==> src/rtl/pipes_pkg.sv <==
// Shared constants, colours and state type for the pipe obstacle layer.
package pipes_pkg;

  localparam int NUM_PIPES = 3;
  localparam int PIPE_W    = 96;
  localparam int GAP_H     = 200;
  localparam int SPACING   = 448;
  localparam int SPEED     = 2;
  localparam int BIRD_X    = 256;
  localparam int GAP_MIN   = 96;
  localparam int GAP_INIT  = 256;
  localparam int EDGE_W    = 4;
  localparam int SCREEN_W  = 1024;
  localparam int PIPE_X0   = 1024;

  localparam logic [11:0] COL_EDGE  = 12'h060;
  localparam logic [11:0] COL_BODY  = 12'h0A0;
  localparam logic [11:0] COL_BLANK = 12'h000;

  localparam logic [7:0] LFSR_SEED = 8'hA5;
  localparam logic [7:0] LFSR_TAPS = 8'hB8;

  typedef enum logic [1:0] {
    ST_IDLE   = 2'd0,
    ST_RUN    = 2'd1,
    ST_FROZEN = 2'd2
  } state_e;

  function automatic logic signed [11:0] init_x(input int k);
    return 12'(PIPE_X0 + k * SPACING);
  endfunction

endpackage

==> src/rtl/pipe_lfsr.sv <==
// 8-bit Fibonacci LFSR (x^8+x^6+x^5+x^4+1) used to pick new gap heights.
module pipe_lfsr
  import pipes_pkg::*;
(
  input  logic       clk,
  input  logic       rst,
  input  logic       en,
  output logic [7:0] value
);

  logic [7:0] value_q, value_d;
  logic       fb;

  always_comb begin
    fb      = ^(value_q & LFSR_TAPS);
    value_d = value_q;
    // The all-zero lock-up state is unreachable from the seed; reseed if ever seen.
    if (en) value_d = (value_q == 8'h00) ? LFSR_SEED : {value_q[6:0], fb};
  end

  always_ff @(posedge clk) begin
    if (rst) value_q <= LFSR_SEED;
    else     value_q <= value_d;
  end

  assign value = value_q;

endmodule

==> src/rtl/draw_pipes.sv <==
// Scrolling pipe obstacles: game state, per-frame geometry update and a
// one-cycle compositor over the background pixel stream.
module draw_pipes
  import pipes_pkg::*;
(
  input  logic        clk,
  input  logic        rst,
  input  logic [10:0] vin_hcount_i,
  input  logic [10:0] vin_vcount_i,
  input  logic        vin_hsync_i,
  input  logic        vin_vsync_i,
  input  logic        vin_hblnk_i,
  input  logic        vin_vblnk_i,
  input  logic [11:0] rgb_i,
  input  logic        start_i,
  input  logic        game_over_i,
  output logic [10:0] vout_hcount_o,
  output logic [10:0] vout_vcount_o,
  output logic        vout_hsync_o,
  output logic        vout_vsync_o,
  output logic        vout_hblnk_o,
  output logic        vout_vblnk_o,
  output logic [11:0] rgb_o,
  output logic [35:0] pipe_x_o,
  output logic [29:0] gap_top_o,
  output logic        score_inc_o,
  output logic        running_o,
  output logic [1:0]  state_o
);

  localparam logic signed [11:0] SPEED_X  = 12'(SPEED);
  localparam logic signed [11:0] WRAP_LIM = 12'(-PIPE_W);
  localparam logic signed [11:0] WRAP_ADD = 12'(NUM_PIPES * SPACING);
  // A pipe is passed once its last column (x + PIPE_W - 1) drops below the bird.
  localparam logic signed [11:0] PASS_X   = 12'(BIRD_X - PIPE_W + 1);
  localparam logic signed [11:0] X_OFF    = 12'(SCREEN_W);
  localparam logic signed [12:0] W13      = 13'(PIPE_W);
  localparam logic signed [12:0] EDGE_LO  = 13'(EDGE_W);
  localparam logic signed [12:0] EDGE_HI  = 13'(PIPE_W - EDGE_W);

  state_e state_q, state_d;
  logic   vblnk_q, tick, advance, reload;
  logic [7:0] lfsr;

  logic signed [11:0] pipe_x_q [NUM_PIPES];
  logic signed [11:0] pipe_x_d [NUM_PIPES];
  logic signed [11:0] step_x   [NUM_PIPES];
  logic [9:0]         gap_q    [NUM_PIPES];
  logic [9:0]         gap_d    [NUM_PIPES];
  logic               score_q, score_d;

  logic [10:0] hcount_q, vcount_q;
  logic        hsync_q, vsync_q, hblnk_q, vblnk_out_q;
  logic [11:0] rgb_q, rgb_d;

  logic signed [12:0] h_s;
  logic signed [12:0] dx      [NUM_PIPES];
  logic [10:0]        gap_end [NUM_PIPES];
  logic [NUM_PIPES-1:0] hit;

  assign tick    = vin_vblnk_i & ~vblnk_q;
  assign advance = (state_q == ST_RUN) & tick;
  assign reload  = (state_q == ST_FROZEN) & start_i;

  pipe_lfsr u_lfsr (
    .clk   (clk),
    .rst   (rst),
    .en    (tick),
    .value (lfsr)
  );

  always_ff @(posedge clk) begin
    if (rst) state_q <= ST_IDLE;
    else     state_q <= state_d;
  end

  always_comb begin
    state_d = state_q;
    unique case (state_q)
      ST_IDLE:   if (start_i)     state_d = ST_RUN;
      ST_RUN:    if (game_over_i) state_d = ST_FROZEN;
      ST_FROZEN: if (start_i)     state_d = ST_IDLE;
      default:                    state_d = ST_IDLE;
    endcase
  end

  always_comb begin
    running_o = (state_q == ST_RUN);
    state_o   = state_q;
  end

  always_comb begin
    score_d = 1'b0;
    for (int k = 0; k < NUM_PIPES; k++) begin
      pipe_x_d[k] = pipe_x_q[k];
      gap_d[k]    = gap_q[k];
      step_x[k]   = pipe_x_q[k] - SPEED_X;
      if (reload) begin
        pipe_x_d[k] = init_x(k);
        gap_d[k]    = 10'(GAP_INIT);
      end else if (advance) begin
        if (step_x[k] <= WRAP_LIM) begin
          pipe_x_d[k] = pipe_x_q[k] + WRAP_ADD;
          gap_d[k]    = 10'(GAP_MIN) + {2'b00, lfsr};
        end else begin
          pipe_x_d[k] = step_x[k];
        end
        if (pipe_x_q[k] >= PASS_X && pipe_x_d[k] < PASS_X) score_d = 1'b1;
      end
    end
  end

  always_comb begin
    h_s = $signed({2'b00, vin_hcount_i});
    for (int k = 0; k < NUM_PIPES; k++) begin
      dx[k]      = h_s - $signed({pipe_x_q[k][11], pipe_x_q[k]});
      gap_end[k] = {1'b0, gap_q[k]} + 11'(GAP_H);
      hit[k]     = (pipe_x_q[k] < X_OFF) && (dx[k] >= 13'sd0) && (dx[k] < W13) &&
                   ((vin_vcount_i < {1'b0, gap_q[k]}) || (vin_vcount_i >= gap_end[k]));
    end
  end

  // Walk from the highest index down so the lowest-index pipe wins on overlap.
  always_comb begin
    rgb_d = rgb_i;
    for (int k = NUM_PIPES - 1; k >= 0; k--) begin
      if (hit[k]) rgb_d = (dx[k] < EDGE_LO || dx[k] >= EDGE_HI) ? COL_EDGE : COL_BODY;
    end
    if (vin_hblnk_i || vin_vblnk_i) rgb_d = COL_BLANK;
  end

  always_ff @(posedge clk) begin
    if (rst) begin
      vblnk_q     <= 1'b0;
      score_q     <= 1'b0;
      hcount_q    <= '0;
      vcount_q    <= '0;
      hsync_q     <= 1'b0;
      vsync_q     <= 1'b0;
      hblnk_q     <= 1'b0;
      vblnk_out_q <= 1'b0;
      rgb_q       <= '0;
      for (int k = 0; k < NUM_PIPES; k++) begin
        pipe_x_q[k] <= init_x(k);
        gap_q[k]    <= 10'(GAP_INIT);
      end
    end else begin
      vblnk_q     <= vin_vblnk_i;
      score_q     <= score_d;
      hcount_q    <= vin_hcount_i;
      vcount_q    <= vin_vcount_i;
      hsync_q     <= vin_hsync_i;
      vsync_q     <= vin_vsync_i;
      hblnk_q     <= vin_hblnk_i;
      vblnk_out_q <= vin_vblnk_i;
      rgb_q       <= rgb_d;
      for (int k = 0; k < NUM_PIPES; k++) begin
        pipe_x_q[k] <= pipe_x_d[k];
        gap_q[k]    <= gap_d[k];
      end
    end
  end

  always_comb begin
    for (int k = 0; k < NUM_PIPES; k++) begin
      pipe_x_o[k*12 +: 12] = pipe_x_q[k];
      gap_top_o[k*10 +: 10] = gap_q[k];
    end
  end

  assign vout_hcount_o = hcount_q;
  assign vout_vcount_o = vcount_q;
  assign vout_hsync_o  = hsync_q;
  assign vout_vsync_o  = vsync_q;
  assign vout_hblnk_o  = hblnk_q;
  assign vout_vblnk_o  = vblnk_out_q;
  assign rgb_o         = rgb_q;
  assign score_inc_o   = score_q;

endmodule

==> config.mk <==
export PLATFORM = sky130hd
export DESIGN_NAME = draw_pipes
export DESIGN_NICKNAME = d
export VERILOG_FILES = /design/src/rtl/pipes_pkg.sv /design/src/rtl/pipe_lfsr.sv /design/src/rtl/draw_pipes.sv
export SDC_FILE = /design/constraint.sdc
export NUM_CORES = 1
export LEC_CHECK = 0
export ABC_AREA = 1
export BUFFER_PORTS_ARGS = -buffer_cell sky130_fd_sc_hd__buf_2
export CORE_UTILIZATION = 45
export DETAILED_ROUTE_END_ITERATION = 10
export PLACE_DENSITY_LB_ADDON = 0.08
export SLEW_MARGIN = 20
export SYNTH_ARGS = -nofsm -noshare
export SYNTH_HDL_FRONTEND = slang
export SYNTH_HIERARCHICAL = 1
export SYNTH_SLANG_ARGS = --single-unit
==> constraint.sdc <==
create_clock -name clk -period 3.39 [get_ports clk]
set_clock_uncertainty 0.1 [all_clocks]
set_input_delay 0.678 -clock clk [delete_from_list [all_inputs] [get_ports clk]]
set_output_delay 0.678 -clock clk [all_outputs]
set_load 0.02 [all_outputs]
Word level (Yosys, flattened, before mapping)
Memories as Yosys holds them, arrays and structs flattened.
Index checks and enable logic that the tools add are counted.

storage, ports and cells
  output and inout port bits = 108
  input bits = 42
  logic and storage cells = 147
  memories = 2
  memory bits (writable) = 66
  register bits = 49

cells by class
  bitwise operators = 10
  mux-type cells = 53
  reductions and logical operators = 24
  order comparisons = 30
  eq/ne operators = 5
  add/sub/neg operators = 13

memories
  memory    depth  bits a word  read ports  clocked after memory_dff  write ports  line              RTL
  pipe_x_q  3      12           3           0                         3            draw_pipes.sv:45  logic signed [11:0] pipe_x_q [NUM_PIPES];
  gap_q     3      10           3           0                         3            draw_pipes.sv:48  logic [9:0] gap_q [NUM_PIPES];

operator list
  operator                                                      count
  2-to-1 mux 12 bit                                             21
  2-to-1 mux 10 bit                                             12
  >= comparator 13 x 1 -> 1 bit (second input constant)         3
  >= comparator 13 x 8 -> 1 bit (second input constant)         3
  less-than comparator 13 x 4 -> 1 bit (second input constant)  3
  less-than comparator 13 x 8 -> 1 bit (second input constant)  3
  subtractor 12 x 12 -> 13 bit                                  3
  adder 12 bit (second input constant)                          3
  >= comparator 12 x 9 -> 1 bit (second input constant)         3
  <= comparator 12 x 8 -> 1 bit (second input constant)         3
  less-than comparator 12 bit (second input constant)           3
  less-than comparator 12 x 9 -> 1 bit (second input constant)  3
  subtractor 12 x 3 -> 12 bit (second input constant)           3
  adder 10 x 8 -> 11 bit (second input constant)                3
  >= comparator 11 bit                                          3
  less-than comparator 11 x 10 -> 1 bit                         3
  2-to-1 mux 8 bit                                              4
  logical AND 1 bit                                             12
  2-to-1 mux 1 bit                                              12
  adder 7 x 8 -> 9 bit (first input constant)                   1
  logical NOT 8 bit                                             1
  XOR reduction 8 bit                                           1
  logical OR 1 bit                                              7
  2-to-1 mux 2 bit                                              3
  other kinds (10)                                              19

Depth between registers and ports, before layout
Gate-level depths: netlist of the first run.
An unclocked memory read counts as a cell.

  depth after elaboration = 17
  depth in mapped cells = 24
  gate-level depth less buffers = 23

Modules after synthesis
Netlist of the first run, hierarchy kept.

modules (own cells, without submodules)
  module      times used  cells an instance  area an instance (um^2)  sequential area each (um^2)
  draw_pipes  1           1227               8298.0                   2021.9
  pipe_lfsr   1           58                 387.9                    160.2

Worst setup path after synthesis of the first run
Ideal clock, no wire load.

  path type = input to register
  start point = in vin_hcount_i[1]
  end point = reg rgb_q[5] (netlist: rgb_o[5])
  stages on the path = 18
  data arrival time = 2.683 ns
  data required time = 3.177 ns
  setup time = 0.113 ns
  path slack = 0.494 ns
  buffers on the path = 0
  cell sequence = inv_1 ha_1 inv_1 fa_1 nand3_1 nand2_1 a21oi_1 nor2_1 nor2_1 xor2_1 o21ai_1 nor2_1 nand3_1 inv_1 nor2_1 nand2_2 o21ai_1 inv_1

on the way
  word-level cells in the longest chain between the ends = 8
  elaborated cells between the ends (all ways) = 21
  classes of those cells = 3 x add/sub; 6 x order compare; 3 x mux; 9 x reduce/logical

RTL lines
  element                         line               RTL
  start: declaration              draw_pipes.sv:8    input logic [10:0] vin_hcount_i,
  subtractor 12 x 12 -> 13 bit    draw_pipes.sv:116  dx[k] = h_s - $signed({pipe_x_q[k][11], pipe_x_q[k]});
  >= comparator 13 x 1 -> 1 bit   draw_pipes.sv:118  hit[k] = (pipe_x_q[k] < X_OFF) && (dx[k] >= 13'sd0) && (dx[k] < W13) &&
  logical AND 1 bit (3 in a row)  draw_pipes.sv:118
  2-to-1 mux 12 bit (2 in a row)  draw_pipes.sv:127  if (hit[k]) rgb_d = (dx[k] < EDGE_LO || dx[k] >= EDGE_HI) ? COL_EDGE : COL_BODY;
  2-to-1 mux 12 bit *             draw_pipes.sv:127
  end signal: assignment          draw_pipes.sv:156  rgb_q <= rgb_d;
  end: declaration                draw_pipes.sv:54   logic [11:0] rgb_q, rgb_d;

Mark *: on every way between the ends. The rest lies on a longest branch, timed or not.
A chain may end at the register's enable or synchronous reset.

==> results of run 1 <==
-- layer usage --
layer | track usage | vias up | part of all wire
li1 | - | 4453 | -
met1 | 0.3625 | 3819 | 0.51
met2 | 0.3941 | 238 | 0.43
met3 | 0.02853 | 25 | 0.048
met4 | 0.07895 | 0 | 0.017
met5 | 0 | - | 0
-- layout make-up --
type                    count  area, µm²  area share
well taps                 260      325.3     0.03250
repair buffers            156      813.3     0.08126
clock inverters             5      66.31    0.006626
clock buffers              11      252.7     0.02525
flip-flops and latches    109       2182      0.2180
multi-input cells         949       5607      0.5602
inverters                 203      762.0     0.07613
-- cell families (layout without fill, tap and decap cells) --
| kind of cell | Yosys count | count (layout) | share of synthesized area |
|---|---|---|---|
| AND/OR/NAND/NOR | 557 | 557 | 0.2893 |
| adder cells (fa/ha/maj) | 101 | 101 | 0.1481 |
| buffers and inverters | 232 | 375 | 0.1072 |
| XOR/XNOR | 51 | 51 | 0.05445 |
| other | 1 | 6 | 0.0004317 |
| flip-flops | 109 | 109 | 0.2512 |
| AO/OA/AOI/OAI | 234 | 234 | 0.1494 |
-- registers in the layout, summed over array words and instances, names as in the netlist --
register	cells
u_lfsr/value	8
state_o	2
gap_q	27
rgb_o	12
vout_vcount_o	11
vout_vsync_o	1
score_inc_o	1
vout_hsync_o	1
vout_vblnk_o	1
vout_hcount_o	11
vout_hblnk_o	1
pipe_x_q	33
-- cell usage in the layout, fill, tap and decap left out, drive strengths merged, types with 2 or more instances in the layout --
| cell type | n |
|---|---|
| nor2 | 135 |
| o2111ai | 3 |
| o211ai | 20 |
| clkbuf | 11 |
| clkinv | 3 |
| or2 | 6 |
| o21bai | 2 |
| conb | 6 |
| nor3b | 13 |
| ha | 98 |
| buf | 156 |
| a211oi | 4 |
| nor3 | 8 |
| nand4 | 12 |
| fa | 3 |
| nor4 | 2 |
| a31oi | 5 |
| xnor2 | 8 |
| dfxtp | 109 |
| nand3b | 6 |
| o21a | 2 |
| a21oi | 94 |
| a21o | 6 |
| o21ai | 93 |
| xor2 | 43 |
| inv | 203 |
| nand2 | 287 |
| nand3 | 87 |
-- power by group through the flow --
stage	Combinational (mW)	Sequential [mW]	Clock, mW
floorplan	0.859	1.48	0
global placement	1.21	1.44	0
detailed placement	1.22	1.44	0
CTS	1.23	1.41	1.19
global route	1.40	1.42	1.23
finish	1.23	1.41	1.17
-- final timing paths --
check / startpoint / to / slack [ns]
min: gap_q[0][21]$_SDFFE_PP0P_ / gap_q[0][21]$_SDFFE_PP0P_ / 0.39
max reg2reg: pipe_x_q[0][4]$_SDFFE_PP0P_ / rgb_o[5]$_SDFF_PP0_ / 0.46
min reg2reg: gap_q[0][21]$_SDFFE_PP0P_ / gap_q[0][21]$_SDFFE_PP0P_ / 0.39
max: pipe_x_q[0][4]$_SDFFE_PP0P_ / rgb_o[5]$_SDFF_PP0_ / 0.46
-- critical path, stage by stage, from the launching register on --
cell     delay [ns]
dfxtp_1        0.44
inv_1          0.13
ha_1           0.38
a21oi_1        0.24
o21ai_0        0.16
a21o_1         0.19
nand2_1        0.07
nand2_1        0.06
a21oi_1        0.16
xor2_1         0.16
nand2_1        0.06
nor2_1         0.14
nand3_1        0.20
nand2_2        0.23
o21ai_1        0.08
inv_1          0.07
==> flow_metrics.py, run 1 <==
metrics = {
    "run_status": {
        "status": "finished clean",
    },
    "synth": {
        "synthCells": 1285,
        "postSynthAreaPerCell_um2": 6.759,
        "synthDistinctLibCells": 50,
        "yosysWarnings": 6,
        "synthTopCellsByCount": "275 x nand2_1, 185 x inv_1, 118 x nor2_1",
        "synth_edf_count": 0,
        "synth-async-reset-ratio": 0,
        "ys_seq_elements": 109,
        "ys.flop_type": "dfxtp_1",
        "yosys-top-cells-area": "dfxtp_1 25%, ha_1 14%, nand2_1 12%",
        "seq_area_frac_synth": 0.2512,
        "syn_area_um2": 8686,
        "yosysTopAreaCell": "dfxtp_1",
        "synth_top_area_frac": 0.2512,
        "synthMostInstantiatedCell": "nand2_1",
    },
    "clock_tree": {
        "cts_resized": 0,
        "cts_tree": "built",
        "cts_root_buf": "clkbuf_16",
        "clock_path_buffers": 2,
        "htree_levels": 3,
        "ctsHoldBuffers": 0,
        "cts_inserted_buffers": 9,
        "cts_sinks": 109,
        "clock_latency_ns": 0.37,
        "post-cts-setup-buffers": 0,
        "clk_pin_slew_ns": 0.08,
    },
    "floorplan": {
        "coreArea_um2": 18830,
        "dieArea_um2": 19860,
        "die_w_um": 140.9,
        "ios": 150,
        "start_util": 0.4613,
        "die_height_um": 140.9,
        "rows": 50,
    },
    "detailed_routing": {
        "wl_um": 24510,
        "avgRoutedWirePerCell_um": 14.48,
        "dr.pass1.iters": 6,
        "avgViaCountPerCell": 5.041,
        "drtIter0Drc": 564,
        "ant_nets": 0,
        "drcViolationCount": 0,
        "dr_total_vias": 8535,
    },
    "worst_setup_path": {
        "worst_r2r_path_depth": 15,
        "cp_data_arrival_time_ns": 3.14,
        "crit_type": "register to register",
        "path_max_fanout": 10,
        "worstSetupEndpointType": "register",
        "cp.required_ns": 3.60,
        "cp-start-kind": "register",
    },
    "sta": {
        "worst_slew_pin_slew_ns": 0.7593,
        "rsz0062_at_grt": "no",
        "whs_ns": 0.3908,
        "max_freq_mhz": 340.9,
        "layout_setup_ws_ns": 0.4569,
        "finalSetupViolations": 0,
        "finalSetupTns_ns": 0,
        "timing.final.crit_share": 0.8652,
        "finalHoldViolCount": 0,
        "slew_violations": 0,
        "post-route-min-period_ns": 2.933,
        "relSlewSlack": 0.4907,
    },
    "cells_and_area": {
        "nets": 1571,
        "drive_gt1_frac": 0.1626,
        "antennaDiodeCount": 0,
        "fin_cells": 1693,
        "n_fill_cell": 1937,
        "final_core_util": 0.5315,
        "area_growth_pct": 15.23,
        "final_area_um2": 10010,
    },
    "placed_design": {
        "dp_slack_ns": 0.1160,
        "postPlaceCellArea_um2": 9689,
        "portBuffers": 143,
        "dp_hpwl_um": 19270,
        "finalWeightedCongestion": 0.9030,
        "place_inst": 1677,
    },
    "power": {
        "switching_share": 0.3707,
        "max-vdd-ir-drop_uv": 263.7,
        "power.share.clock": 0.307,
        "p_per_area_nw_per_um2": 379.7,
        "p_sw_mw": 1.409,
        "intPower_mw": 2.391,
        "combPwrFrac": 0.323,
        "leakagePower_nw": 5.321,
        "p_seq_frac": 0.370,
        "total_power_mw": 3.800,
    },
    "job": {
        "max_cap_violations": 0,
    },
    "min_path": {
        "hold_depth": 2,
        "hold_path.class": "register to register",
    },
    "global_routing": {
        "grt_max_degree": 43,
        "antenna_found_initial": 0,
        "grt_usage": 0.2526,
        "grt.overflow.total": 0,
        "grt_pass1_wl_um": 39230,
        "grt_pass1_vias": 7609,
    },
}
Power figures use the tool's default switching activity.
==> inputs of run 2 (changes only) <==
--- a/config.mk
+++ b/config.mk
@@ -5,9 +5,8 @@
 export SDC_FILE = /design/constraint.sdc
 export NUM_CORES = 1
 export LEC_CHECK = 0
-export ABC_AREA = 1
 export BUFFER_PORTS_ARGS = -buffer_cell sky130_fd_sc_hd__buf_2
-export CORE_UTILIZATION = 45
+export CORE_UTILIZATION = 58
 export DETAILED_ROUTE_END_ITERATION = 10
 export PLACE_DENSITY_LB_ADDON = 0.08
 export SLEW_MARGIN = 20
==> run 2 against run 1 <==
Against the previous run: the flow now finishes with violations (setup timing); via count up 4.3%; area after synthesis down 2.3%; synthesized cell count is 17% lower; power fell by 5.3%; global-route usage increased by 8.5 points; worst hold slack worse by 0.015 ns; sequential power barely moved; utilization grew 22 points; cell area up 5.8%; largest cell class unchanged; highest routed layer is now met5.
==> flow_metrics.py, run 2 <==
metrics = {
    "cells_and_area": {
        "antennaDiodeCount": 0,
        "drive_gt1_frac": 0.2529,
        "final_common_cell": "buf_2",
        "largest_register_ffs": 33,
        "final_cell_mix": "142 x buf_2, 112 x buf_4, 106 x dfxtp_1",
        "final_area_um2": 10590,
        "final_core_util": 0.7513,
        "nets": 1439,
        "fin_cells": 1481,
        "area_growth_pct": 24.84,
        "largest-register": "pipe_x_q",
    },
    "placed_design": {
        "finalWeightedCongestion": 0.9948,
        "dp_slack_ns": -0.5105,
        "portBuffers": 143,
        "postPlaceCellArea_um2": 10100,
        "dp_hpwl_um": 19830,
        "place_inst": 1458,
    },
    "sta": {
        "worst_slew_pin_slew_ns": 0.6599,
        "layout_setup_ws_ns": -0.05829,
        "relSlewSlack": 0.5590,
        "finalSetupTns_ns": -0.4496,
        "post-route-min-period_ns": 3.448,
        "finalHoldViolCount": 0,
        "max_freq_mhz": 290.0,
        "slew_violations": 0,
        "rsz0062_at_grt": "yes",
        "timing.final.crit_share": 1.017,
        "finalSetupViolations": 10,
    },
    "floorplan": {
        "rows": 43,
        "die_w_um": 122.9,
        "dieArea_um2": 15110,
        "die_height_um": 122.9,
        "coreArea_um2": 14100,
        "ios": 150,
        "start_util": 0.6018,
    },
    "synth": {
        "synthMostInstantiatedCell": "dfxtp_1",
        "synth-xor-area-share": 0.05265,
        "synth_edf_count": 0,
        "synthCells": 1072,
        "yosysWarnings": 6,
        "seq_area_frac_synth": 0.2572,
        "ys.flop_type": "dfxtp_1",
        "postSynthAreaPerCell_um2": 7.913,
        "synth-async-reset-ratio": 0,
        "ys_seq_elements": 109,
        "syn_area_um2": 8483,
        "synth-compound-area-share": 0.2412,
        "synth_top_area_frac": 0.2572,
        "synthSimpleGateAreaFrac": 0.2239,
        "synthDistinctLibCells": 80,
        "yosysTopAreaCell": "dfxtp_1",
        "synthAdderAreaFrac": 0.1528,
        "synth.area.mux_share": 0.01062,
        "synthTopCellsByCount": "109 x dfxtp_1, 98 x ha_1, 89 x nor2_1",
        "yosys-top-cells-area": "dfxtp_1 26%, ha_1 14%, a21oi_1 4.7%",
        "synth_top_family_by_area": "compound AO/OA/AOI/OAI gates",
    },
    "power": {
        "power.share.clock": 0.290,
        "combPwrFrac": 0.326,
        "max-vdd-ir-drop_uv": 278.8,
        "p_sw_mw": 1.252,
        "switching_share": 0.3481,
        "leakagePower_nw": 4.649,
        "p_seq_frac": 0.384,
        "intPower_mw": 2.345,
        "p_per_area_nw_per_um2": 339.7,
    },
    "clock_tree": {
        "clock_latency_ns": 0.37,
        "cts_tree": "built",
        "cts_root_buf": "clkbuf_16",
        "cts_inserted_buffers": 9,
        "clock_path_buffers": 2,
        "clk_pin_slew_ns": 0.08,
        "cts_sinks": 109,
        "htree_levels": 3,
    },
    "job": {
        "max_cap_violations": 0,
    },
    "worst_setup_path": {
        "worstSetupEndpointType": "register",
        "cp.required_ns": 3.55,
        "crit_type": "input pin to register",
        "path_max_fanout": 4,
        "cp-start-kind": "input pin",
        "cp_data_arrival_time_ns": 3.61,
    },
    "global_routing": {
        "grt_usage": 0.3371,
        "grt_max_degree": 43,
        "grt.overflow.total": 0,
        "antenna_found_initial": 1,
        "grt_pass1_vias": 7945,
        "grt_pass1_wl_um": 39320,
    },
    "run_status": {
        "status": "finished with violations",
        "failed_checks": "setup timing",
    },
    "detailed_routing": {
        "drtIter0Drc": 658,
        "avgRoutedWirePerCell_um": 17.29,
        "wl_um": 25600,
        "ant_nets": 0,
        "drcViolationCount": 0,
        "avgViaCountPerCell": 6.013,
        "dr.pass1.iters": 5,
        "dr_total_vias": 8905,
    },
    "min_path": {
        "hold_path.class": "register to register",
    },
}
## run 2: cell types whose count changed in the layout (fill, tap and decap cells not counted), sizes merged, moves of 24 or more
| cell | previous run | this run |
|---|---|---|
| buf | 156 | 257 |
| inv | 203 | 79 |
| nand2 | 287 | 84 |
| nand3 | 87 | 17 |
| nor2 | 135 | 91 |
| nor2b | 0 | 39 |
| nor3 | 8 | 32 |
| o21ai | 93 | 57 |
| xnor2 | 8 | 42 |
| xor2 | 43 | 9 |
## run 2: worst paths after layout
check | from | end | slack (ns) | depth (start not counted)
worst min register to register | gap_q[0][1]$_SDFFE_PP0P_ | gap_q[0][1]$_SDFFE_PP0P_ | 0.38 | 2
worst max-delay path | vin_hcount_i[1] | rgb_o[10]$_SDFF_PP0_ | -0.06 | 15
worst max register to register | pipe_x_q[0][2]$_SDFFE_PP0P_ | rgb_o[10]$_SDFF_PP0_ | -0.02 | 13
worst min-delay path | gap_q[0][1]$_SDFFE_PP0P_ | gap_q[0][1]$_SDFFE_PP0P_ | 0.38 | 2
## run 2: routing by layer
metal	GRT usage	wire length, µm	up-vias
li1	-	-	4345
met1	0.4374	11160	4147
met2	0.5600	12050	366
met3	0.06596	1783	45
met4	0.1075	590	2
met5	0	15	-
## run 2: cells by family after synthesis
| logic type | count (synthesis) |
|---|---|
| AND/OR/NAND/NOR | 369 |
| AO/OA/AOI/OAI | 303 |
| buffers and inverters | 128 |
| flip-flops | 109 |
| adder cells (fa/ha/maj) | 102 |
| XOR/XNOR | 51 |
| multiplexers | 9 |
| other | 1 |
## run 2: power by group through the flow
stage                     Clock (mW)  Sequential, mW  Combinational, mW
after floorplan                    0            1.45              0.666
after global placement             0            1.41               1.10
after detailed placement           0            1.41               1.11
after CTS                       1.06            1.38               1.12
after global routing            1.11            1.39               1.28
final                           1.04            1.38               1.17
## run 2: layout make-up
| type | count | area (µm²) |
|---|---|---|
| Clock buffer | 9 | 225.2 |
| Clock inverter | 7 | 58.81 |
| Fill cell | 1101 | 3506 |
| Inverter | 78 | 297.8 |
| Multi-Input combinational cell | 841 | 5992 |
| Sequential cell | 109 | 2188 |
| Tap cell | 180 | 225.2 |
| Timing Repair Buffer | 257 | 1603 |
## run 2: stage by stage
step	hold WS, ns	power [mW]
floorplan	0.3815	2.119
global placement	0.3619	2.511
detailed placement	0.3648	2.524
CTS	0.3769	3.563
global route	0.3920	3.770
finish	0.3759	3.597
## run 2: timing repair
item | in CTS | in global routing
endpoints found under the setup margin | 10 | 26
hold buffers | 0 | 0
gates cloned | 0 | 1
setup buffers | 1 | 5
pin swaps | 1 | 16
gates resized for setup | 1 | 36
## run 2: critical path: stages
cell and delay, ns:
buf_6 0.10, clkinv_4 0.06, ha_4 0.13, inv_2 0.04, fa_2 0.36, a211oi_2 0.29
o21bai_2 0.12, o41ai_2 0.40, mux2i_1 0.22, nand2_1 0.09, or4_4 0.58, o211ai_1 0.11
buf_4 0.21, nor2_4 0.06, and2_1 0.16
